==> config.mk <==
export PLATFORM = sky130hd
export DESIGN_NAME = pipeline_ctrl
export DESIGN_NICKNAME = d
export VERILOG_FILES = /design/src/rtl/pipeline_ctrl.sv
export SDC_FILE = /design/constraint.sdc
export NUM_CORES = 1
export LEC_CHECK = 0
export CORE_ASPECT_RATIO = 0.5
export CORE_MARGIN = 5
export CORE_UTILIZATION = 39
export DETAILED_ROUTE_END_ITERATION = 12
export PLACE_DENSITY = 0.68
export REMOVE_ABC_BUFFERS = 1
export SYNTH_ARGS = -nofsm -noshare
export SYNTH_HDL_FRONTEND = slang
export SYNTH_SLANG_ARGS = --single-unit
==> constraint.sdc <==
create_clock -name clk -period 6.4 [get_ports clk]
set_input_delay 0.64 -clock clk [delete_from_list [all_inputs] [get_ports clk]]
set_output_delay 0.64 -clock clk [all_outputs]
set_load 0.02 [all_outputs]
==> src/rtl/pipeline_ctrl.sv <==
// ----------------------------------------------------------------------------
// pipeline_ctrl
//   Central stall/flush controller for the 5-stage pipeline.
//   - Merges per-stage stall requests into the 6-bit stall vector used by
//     pc_reg and the if_id/id_ex/ex_mem/mem_wb registers.
//   - Sequences exception redirects. It flushes the younger stages, waits for
//     any in-flight fetch bus transaction to finish (bounded by a timeout),
//     and then issues one redirect PC.
//   - Keeps a saturating count of the cycles in which the PC was held.
//
// Ports
//   clk, rst        clock; synchronous active-high reset
//   stallreq_if/id/ex/mem  per-stage hold requests (priority mem > ex > id > if)
//   exc_valid       exception/eret committed in MEM this cycle
//   exc_target      handler/return PC for exc_valid
//   if_bus_busy     IF bus transaction outstanding
//   stall[5:0]      [0]PC [1]IF [2]ID [3]EX [4]MEM [5]WB; 1 = hold stage
//   flush           clear all pipeline registers to bubble
//   new_pc          redirect target
//   new_pc_valid    pc_reg loads new_pc this cycle
//   timeout_err     sticky flag: fetch drain wait timed out
//   stall_cycles    saturating count of cycles with stall[0]=1
// ----------------------------------------------------------------------------
module pipeline_ctrl #(
   parameter int          TIMEOUT_CYCLES = 255,
   parameter int          CNT_W          = 32,
   parameter logic [31:0] PC_RESET       = 32'hBFC00000
) (
   input  logic             clk,
   input  logic             rst,
   input  logic             stallreq_if,
   input  logic             stallreq_id,
   input  logic             stallreq_ex,
   input  logic             stallreq_mem,
   input  logic             exc_valid,
   input  logic [31:0]      exc_target,
   input  logic             if_bus_busy,
   output logic [5:0]       stall,
   output logic             flush,
   output logic [31:0]      new_pc,
   output logic             new_pc_valid,
   output logic             timeout_err,
   output logic [CNT_W-1:0] stall_cycles
);

   localparam int TO_W = $clog2(TIMEOUT_CYCLES + 1);

   typedef enum logic [1:0] {
      RUN      = 2'd0,
      WAIT_IF  = 2'd1,
      REDIRECT = 2'd2
   } state_t;

   state_t           state_q,        state_d;
   logic [31:0]      new_pc_q,       new_pc_d;
   logic [TO_W-1:0]  to_cnt_q,       to_cnt_d;
   logic             timeout_err_q,  timeout_err_d;
   logic [CNT_W-1:0] stall_cycles_q, stall_cycles_d;

   // NOTE: state registers use non-blocking assignments so every flop samples
   // the values computed before this edge, independent of statement order.
   always_ff @(posedge clk) begin
      if (rst) begin
         state_q        <= RUN;
         new_pc_q       <= PC_RESET;
         to_cnt_q       <= '0;
         timeout_err_q  <= 1'b0;
         stall_cycles_q <= '0;
      end else begin
         state_q        <= state_d;
         new_pc_q       <= new_pc_d;
         to_cnt_q       <= to_cnt_d;
         timeout_err_q  <= timeout_err_d;
         stall_cycles_q <= stall_cycles_d;
      end
   end

   // NOTE: every signal written here gets a default first, so no path through
   // the case statement can leave a value unassigned and infer a latch.
   always_comb begin
      state_d       = state_q;
      new_pc_d      = new_pc_q;
      to_cnt_d      = to_cnt_q;
      timeout_err_d = timeout_err_q;
      stall         = 6'b000000;
      flush         = 1'b0;
      new_pc_valid  = 1'b0;
      new_pc        = new_pc_q;

      unique case (state_q)
         RUN: begin
            if (exc_valid) begin
               // Exception overrides any stall request: the whole pipe is
               // flushed, so there is nothing left worth holding.
               flush    = 1'b1;
               new_pc_d = exc_target;
               if (!if_bus_busy) begin
                  new_pc_valid = 1'b1;
                  new_pc       = exc_target;
               end else begin
                  state_d  = WAIT_IF;
                  to_cnt_d = '0;
               end
            end else if (stallreq_mem) begin
               stall = 6'b011111;
            end else if (stallreq_ex) begin
               stall = 6'b001111;
            end else if (stallreq_id) begin
               stall = 6'b000111;
            end else if (stallreq_if) begin
               stall = 6'b000011;
            end
         end

         WAIT_IF: begin
            // Hold PC and IF so the outstanding fetch cannot be re-issued.
            stall    = 6'b000011;
            to_cnt_d = to_cnt_q + TO_W'(1);
            if (!if_bus_busy) begin
               state_d = REDIRECT;
            end else if (to_cnt_d == TO_W'(TIMEOUT_CYCLES)) begin
               state_d       = REDIRECT;
               timeout_err_d = 1'b1;
            end
         end

         REDIRECT: begin
            // Flush again to discard whatever the drained fetch returned.
            flush        = 1'b1;
            new_pc_valid = 1'b1;
            state_d      = RUN;
         end

         default: state_d = RUN;
      endcase

      // Combinational outputs read as idle while reset is asserted.
      if (rst) begin
         stall        = 6'b000000;
         flush        = 1'b0;
         new_pc_valid = 1'b0;
         new_pc       = new_pc_q;
      end
   end

   always_comb begin
      stall_cycles_d = stall_cycles_q;
      if (stall[0] && (stall_cycles_q != {CNT_W{1'b1}})) begin
         stall_cycles_d = stall_cycles_q + CNT_W'(1);
      end
   end

   assign timeout_err  = timeout_err_q;
   assign stall_cycles = stall_cycles_q;

endmodule
Yosys cells after proc, flatten, opt, wreduce, memory -nomap -nowiden. Index checks and enable logic that the tools add are counted.

Register bits: 75. Word-level logic and storage cells: 47.

Add/subtract/negate cells: 2. Equality and inequality tests: 7. Multiplexer cells: 26. Reduce and logical (&&, ||, !) cells: 7.

Operator list (number): 2-to-1 mux 32 bit (4); adder 32 x 1 -> 32 bit, second input constant (1); inequality test 32 bit, second input constant (1); 2-to-1 mux 8 bit (2); one-hot mux 8 bit (2 select lines) (1); 2-to-1 mux 2 bit (5); 2-to-1 mux 5 bit (2); one-hot mux 5 bit (2 select lines) (1); AND reduction 3 bit (3); adder 8 x 1 -> 8 bit, second input constant (1); equality test 8 bit, second input constant (1); 2-to-1 mux 6 bit (1); 2-to-1 mux 1 bit (5); 2-to-1 mux 4 bit (1); inequality test 2 bit, second input constant (2); one-hot mux 1 bit (2 select lines) (2); one-hot mux 2 bit (2 select lines) (1); 2-to-1 mux 3 bit (1); inequality test 3 bit, second input constant (1); equality test 2 x 1 -> 1 bit, second input constant (1); equality test 2 bit, second input constant (1); zero test 2 bit (1); AND reduction 2 bit (1); nonzero test 2 bit (1); logical AND 1 bit (1).

Depth between registers and ports, before layout. Gate-level depths: netlist of run 1.

Depth in word-level cells: 8. Mapped depth: 8. Mapped depth without buffers: 6.

Worst setup path after synthesis of run 1. Ideal clock, no wire load.

Path kind: input to output. Start: input port exc_valid. End: output port new_pc[21]. Data arrival time: 2.017 ns. Path slack: 3.743 ns. Stages: 6. Path buffers: 3. Path through: clkbuf_1 -> and2_1 -> clkbuf_1 -> nand3_1 -> clkbuf_1 -> mux2_2.

Cells in the longest elaborated chain, start to end: 3.

RTL lines: from (decl) (line 35) `input logic exc_valid,`; 2-to-1 mux 32 bit (line 92) `if (exc_valid) begin`; 2-to-1 mux 32 bit (line 90) `unique case (state_q)`; 2-to-1 mux 32 bit (line 138) `if (rst) begin`; to (decl) (line 40) `output logic [31:0] new_pc,`.

No other way between the ends.

Worst setup path in the final report of run 1.
Start: input port exc_valid. End: output port new_pc[24].

Same word-level chain as after synthesis.

==> impl_metrics.py, run 1 <==
metrics = {
    "run_status": {
        "status": "complete, no violations",
    },
    "cells_and_area": {
        "areaGrowthSynthToFinish_pct": 38.63,
        "fin_util_pct": 55.71,
        "final_nets": 606,
        "final_common_cell": "clkdlybuf4s50_1",
        "seqCellArea_um2": 1501,
        "nFillCells": 874,
        "diodes": 0,
        "multiInputGateArea_um2": 2152,
        "final_cell_mix": "clkdlybuf4s50_1 (110), nand2_1 (83), dfxtp_1 (75)",
        "drive_gt1_share_pct": 11.44,
    },
    "power": {
        "p_leak_nw": 1.857,
        "ir_drop_v": 0.0001310,
        "power_density_nw_per_um2": 221.3,
        "total_power_w": 0.001169,
    },
    "clock_network": {
        "cts_tree": "built",
        "cts_max_path_buffers": 2,
        "cts.clk_slew.worst_paths_ns": 0.06,
        "worstSkewPairLatency_ns": 0.34,
        "clkSinkCount": 75,
        "root_buffer": "clkbuf_16",
        "cts_setup_buffers": 0,
        "cts_hold_buf": 0,
        "cts.repair.resized": 0,
        "numCtsBuffers": 9,
        "htreeDepth": 3,
    },
    "logic_synthesis": {
        "yosysUniqueCellTypes": 49,
        "synth_top_family_by_area": "simple AND/OR/NAND/NOR gates",
        "synthArstFlopShare_pct": 0,
        "synth_flop_cell": "dfxtp_1",
        "avgSynthCellArea_um2": 8.156,
        "synth_edf_count": 0,
        "synth_compound_area_share_pct": 17.18,
        "synth_mux_area_share_pct": 9.757,
        "yosys_warnings": 0,
        "synth-simple-area-share_pct": 27.56,
        "synth_seq_cells": 75,
        "syn_area_um2": 3809,
        "synthCells": 467,
        "synth-seq-area-share_pct": 39.42,
        "synth_xor_area_share_pct": 0.9198,
        "synth-adder-area-share_pct": 0.9855,
    },
    "worst_setup_path": {
        "cp_slowest_stage_delay_ns": 0.62,
        "cp.required_ns": 5.76,
        "endpoint_kind": "output port",
        "critical_path.slowest_cell": "clkdlybuf4s50_1",
        "r2r_slack_ns": 3.80,
        "crit_fanout": 33,
        "start_kind": "primary input",
        "crit_chain": "clkdlybuf4s50_1 > and2_1 > buf_4 > nand3_1 > buf_4 > mux2_2 > clkdlybuf4s50_1",
        "critPathKind": "in2out",
        "worstPathArrival_ns": 3.36,
    },
    "timing": {
        "rsz0062_at_grt": "no",
        "post-route-min-period_ns": 3.998,
        "worst_pin_slew_ns": 1.065,
        "setup_tns_ns": 0,
        "hold_viol": 0,
        "maxSlewHeadroom_pct": 28.82,
        "drv_slew": 0,
        "finalSetupViolations": 0,
        "fmax_mhz": 250.1,
        "hold_ws_ns": 0.4514,
        "period_share_pct": 62.46,
        "fin_skew_ns": 0.003930,
    },
    "route": {
        "dr_wl_met2_mm": 4.577,
        "viasPerCell": 5.192,
        "wl_met1_mm": 4.592,
        "dr.pass1.iters": 4,
        "met3_length_um": 591,
        "drt-total-wl_mm": 9.898,
        "drt-initial-drc-count": 190,
        "final_antenna_net_count": 0,
        "routedWlPerCell_um": 14.08,
        "top_layer_used": "met4",
        "drc_errors": 0,
        "dr_total_vias": 3650,
    },
    "global_routing": {
        "grt_usage_pct": 16.76,
        "grt_pass1_vias": 3327,
        "grt_pass1_wl_mm": 16.28,
        "grt_start_max_net_pins": 67,
        "antenna_found_initial": 0,
        "grt-ovfl-total": 0,
    },
    "die": {
        "initial_core_util_pct": 40.18,
        "core_um2": 9478,
        "io_pins": 113,
        "dieWidth_um": 149.8,
        "die_h_um": 79.88,
        "dieArea_um2": 11960,
        "rows": 25,
    },
    "worst_hold_path": {
        "min_path_type": "reg2reg",
    },
    "job": {
        "cap_violations": 0,
    },
    "place": {
        "io_buffers": 111,
        "gp_congestion": 0.8110,
        "hpwl_mm": 6.959,
    },
}
-- kinds of logic (layout without fill, tap and decap cells) --
logic type      Yosys count  count (layout)
flops                    75              75
fa+ha+maj                 3               3
other cells               1               1
mux                      33              33
xor+xnor                  4               4
simple gates            207             207
buf+inv                  38             139
compound gates          106             106
-- worst paths after layout --
check,from,depth (start not counted),endpoint
min,new_pc_q[30],2,new_pc_q[30]
min reg2reg,new_pc_q[30],2,new_pc_q[30]
max,exc_valid,7,new_pc[24]
max reg2reg,stall_cycles[19],5,stall_cycles[29]
-- final cells by class --
cell class / instances / area share (%)
repair buffers: 114 / 21.37
multi-input cells: 354 / 40.76
flip-flops and latches: 75 / 28.44
well taps: 135 / 3.199
clock inverters: 5 / 0.9953
clock buffers: 11 / 4.597
inverters: 9 / 0.6398
-- Yosys cell counts, types with 4 or more instances --
master	n	area [µm²]
a21oi_1	50	250.2
and3_1	5	31.28
and4_1	5	43.79
clkbuf_1	20	75.07
dfxtp_1	75	1501
inv_1	7	26.28
mux2_2	33	371.6
nand2_1	83	311.6
nand3_1	26	130.1
nand4_1	5	31.28
nor2_1	25	93.84
nor3_1	7	35.03
nor4_1	6	37.54
o211ai_1	7	52.55
o21ai_0	19	95.09
o31ai_1	9	67.56
o41ai_1	4	35.03
or2_2	6	37.54
or3_1	16	100.1
or4_1	11	82.58
-- sequential cells by signal, indices dropped and copies added (netlist names) --
name / flops
to_cnt_q: 8
new_pc_q: 32
state_q: 2
stall_cycles: 32
timeout_err: 1
-- worst max-delay path, delay by kind of cell --
family / cells / cell delay, ns
buf+inv: 4 / 1.90
simple gates: 2 / 0.55
mux: 1 / 0.25
-- per-stage QoR --
stage | cell area, µm² | cells | setup WS [ns]
after CTS | 5280 | 703 | 2.409
after floorplan | 3687 | 438 | 2.961
after global placement | 4985 | 687 | 2.484
after global routing | 5280 | 703 | 2.231
after detailed placement | 4985 | 687 | 2.420
final | 5280 | 703 | 2.402
-- per-layer routing --
layer,vias up,global-route usage [%]
met5,-,0
met4,0,5.748
met3,12,4.424
met2,90,28.06
met1,1664,21.03
li1,1884,-
-- power by group --
part / internal (W) / switching (W) / leakage [nW]
clock: 0.000310 / 0.000188 / 0.145
combinational: 0.0000875 / 0.0000889 / 1.10
sequential: 0.000483 / 0.0000106 / 0.611
total: 0.000881 / 0.000288 / 1.86
Power figures use the tool's default switching activity.
==> run 2: changes to the inputs <==
clock period = 3.8 ns   (was 6.4 ns; I/O delays follow)
==> impl_metrics.py, run 2 (synthesis gave the netlist of run 1 again) <==
metrics = {
    "timing": {
        "finalSetupViolations": 0,
        "rsz0062_at_grt": "no",
        "fin_skew_ns": 0.007233,
        "post-route-min-period_ns": 3.153,
        "worst_pin_slew_ns": 1.070,
        "setup_tns_ns": 0,
        "fmax_mhz": 317.2,
        "maxSlewHeadroom_pct": 28.47,
        "drv_slew": 0,
        "period_share_pct": 82.97,
        "hold_viol": 0,
    },
    "die": {
        "core_um2": 9478,
        "initial_core_util_pct": 40.18,
        "die_h_um": 79.88,
        "dieWidth_um": 149.8,
        "io_pins": 113,
        "dieArea_um2": 11960,
        "rows": 25,
    },
    "route": {
        "drt-initial-drc-count": 250,
        "routedWlPerCell_um": 14.58,
        "viasPerCell": 5.248,
        "final_antenna_net_count": 0,
        "drt-total-wl_mm": 10.25,
        "drc_errors": 0,
        "dr.pass1.iters": 4,
        "dr_total_vias": 3689,
    },
    "cells_and_area": {
        "final_area_um2": 5309,
        "final_common_cell": "clkdlybuf4s50_1",
        "drive_gt1_share_pct": 11.62,
        "areaGrowthSynthToFinish_pct": 39.39,
        "diodes": 0,
        "stdcell_count": 703,
        "nFillCells": 872,
        "final_cell_mix": "clkdlybuf4s50_1 (110), nand2_1 (83), dfxtp_1 (75)",
        "final_nets": 607,
    },
    "clock_network": {
        "root_buffer": "clkbuf_16",
        "cts_hold_buf": 0,
        "cts.clk_slew.worst_paths_ns": 0.06,
        "cts_max_path_buffers": 2,
        "cts_setup_buffers": 0,
        "cts_tree": "built",
        "numCtsBuffers": 9,
        "worstSkewPairLatency_ns": 0.33,
        "clkSinkCount": 75,
        "htreeDepth": 3,
        "cts.repair.resized": 0,
    },
    "power": {
        "power_density_nw_per_um2": 382.9,
        "p_leak_nw": 1.871,
        "ir_drop_v": 0.0001975,
    },
    "worst_setup_path": {
        "endpoint_kind": "output port",
        "rr_startpoint": "stall_cycles[19]",
        "cp_num_buf_inv": 3,
        "critPathTopFamily": "buffers and inverters",
        "worstSetupStartpoint": "stallreq_mem",
        "critPathKind": "in2out",
        "start_kind": "primary input",
        "critical_path.slowest_cell": "clkdlybuf4s50_1",
        "crit_fanout": 10,
        "cp_slowest_stage_delay_ns": 0.67,
        "crit_chain": "clkdlybuf4s50_1 > or3_1 > o211ai_1 > clkinv_1 > clkdlybuf4s50_1",
        "crit_path_frequent_cell": "clkdlybuf4s50_1",
        "worstPathArrival_ns": 2.77,
        "cp.required_ns": 3.42,
    },
    "place": {
        "place_area_um2": 4992,
        "dp_cells": 688,
        "hpwl_mm": 7.101,
        "io_buffers": 111,
        "gp_congestion": 0.7797,
    },
    "job": {
        "cap_violations": 0,
    },
    "worst_hold_path": {
        "hp-start": "new_pc_q[10]",
        "min_path_type": "reg2reg",
    },
    "global_routing": {
        "antenna_found_initial": 0,
        "grt_start_max_net_pins": 45,
        "grt_pass1_wl_mm": 16.65,
        "grt_usage_pct": 17.08,
        "grt_pass1_vias": 3468,
        "grt-ovfl-total": 0,
    },
    "run_status": {
        "status": "complete, no violations",
    },
}
==> run 2: cell types whose count changed in the layout (fill, tap and decap cells not counted) <==
cell | previous run | this run
buf_4 | 3 | 4
bufinv_16 | 1 | 2
clkbuf_1 | 1 | 0
clkinv_2 | 3 | 2
==> run 2: layer usage <==
layer | GRT usage [%] | wire length, µm
met1 | 21.66 | 4904
met2 | 29.55 | 4730
met3 | 3.687 | 539
met4 | 4.653 | 75
met5 | 0 | 0
==> run 2: worst register-to-register path, cell delays in order, from the launching register on <==
cell      delay, ns
dfxtp_1        0.44
nand4_1        0.21
or4_1          0.75
o211ai_1       0.83
o311ai_0       0.26
o41ai_1        0.11
==> run 2: layout make-up <==
cell class | count | area (µm²) | area share [%]
Clock buffer | 10 | 239.0 | 4.502
Timing Repair Buffer | 115 | 1136 | 21.40
Multi-Input combinational cell | 354 | 2152 | 40.54
Tap cell | 135 | 168.9 | 3.182
Inverter | 9 | 33.78 | 0.6363
Clock inverter | 5 | 77.57 | 1.461
Sequential cell | 75 | 1501 | 28.28
==> run 2: final timing paths <==
| kind | end | slack (ns) | cells after the start |
|---|---|---|---|
| min | new_pc_q[10] | 0.45 | 2 |
| min reg2reg | new_pc_q[10] | 0.45 | 2 |
| max | stall[0] | 0.65 | 5 |
| max reg2reg | stall_cycles[29] | 1.09 | 5 |
==> run 2: report_power, final <==
group	switching, W	total (W)	internal (W)
combinational	0.000152	0.000300	0.000148
sequential	0.0000169	0.000831	0.000814
clock	0.000316	0.000902	0.000586
total	0.000485	0.00203	0.00155
==> run 2: stage by stage <==
step	power, W	util [%]	hold WS (ns)	setup slack [ns]
floorplan	0.0009936	-	0.4268	0.7502
global route	0.002117	56.01	0.4680	0.4698
global placement	0.001144	52.67	0.4383	0.7453
finish	0.002033	56.01	0.4505	0.6470
CTS	0.002057	56.01	0.4516	0.6157
detailed placement	0.001149	52.67	0.4428	0.6231
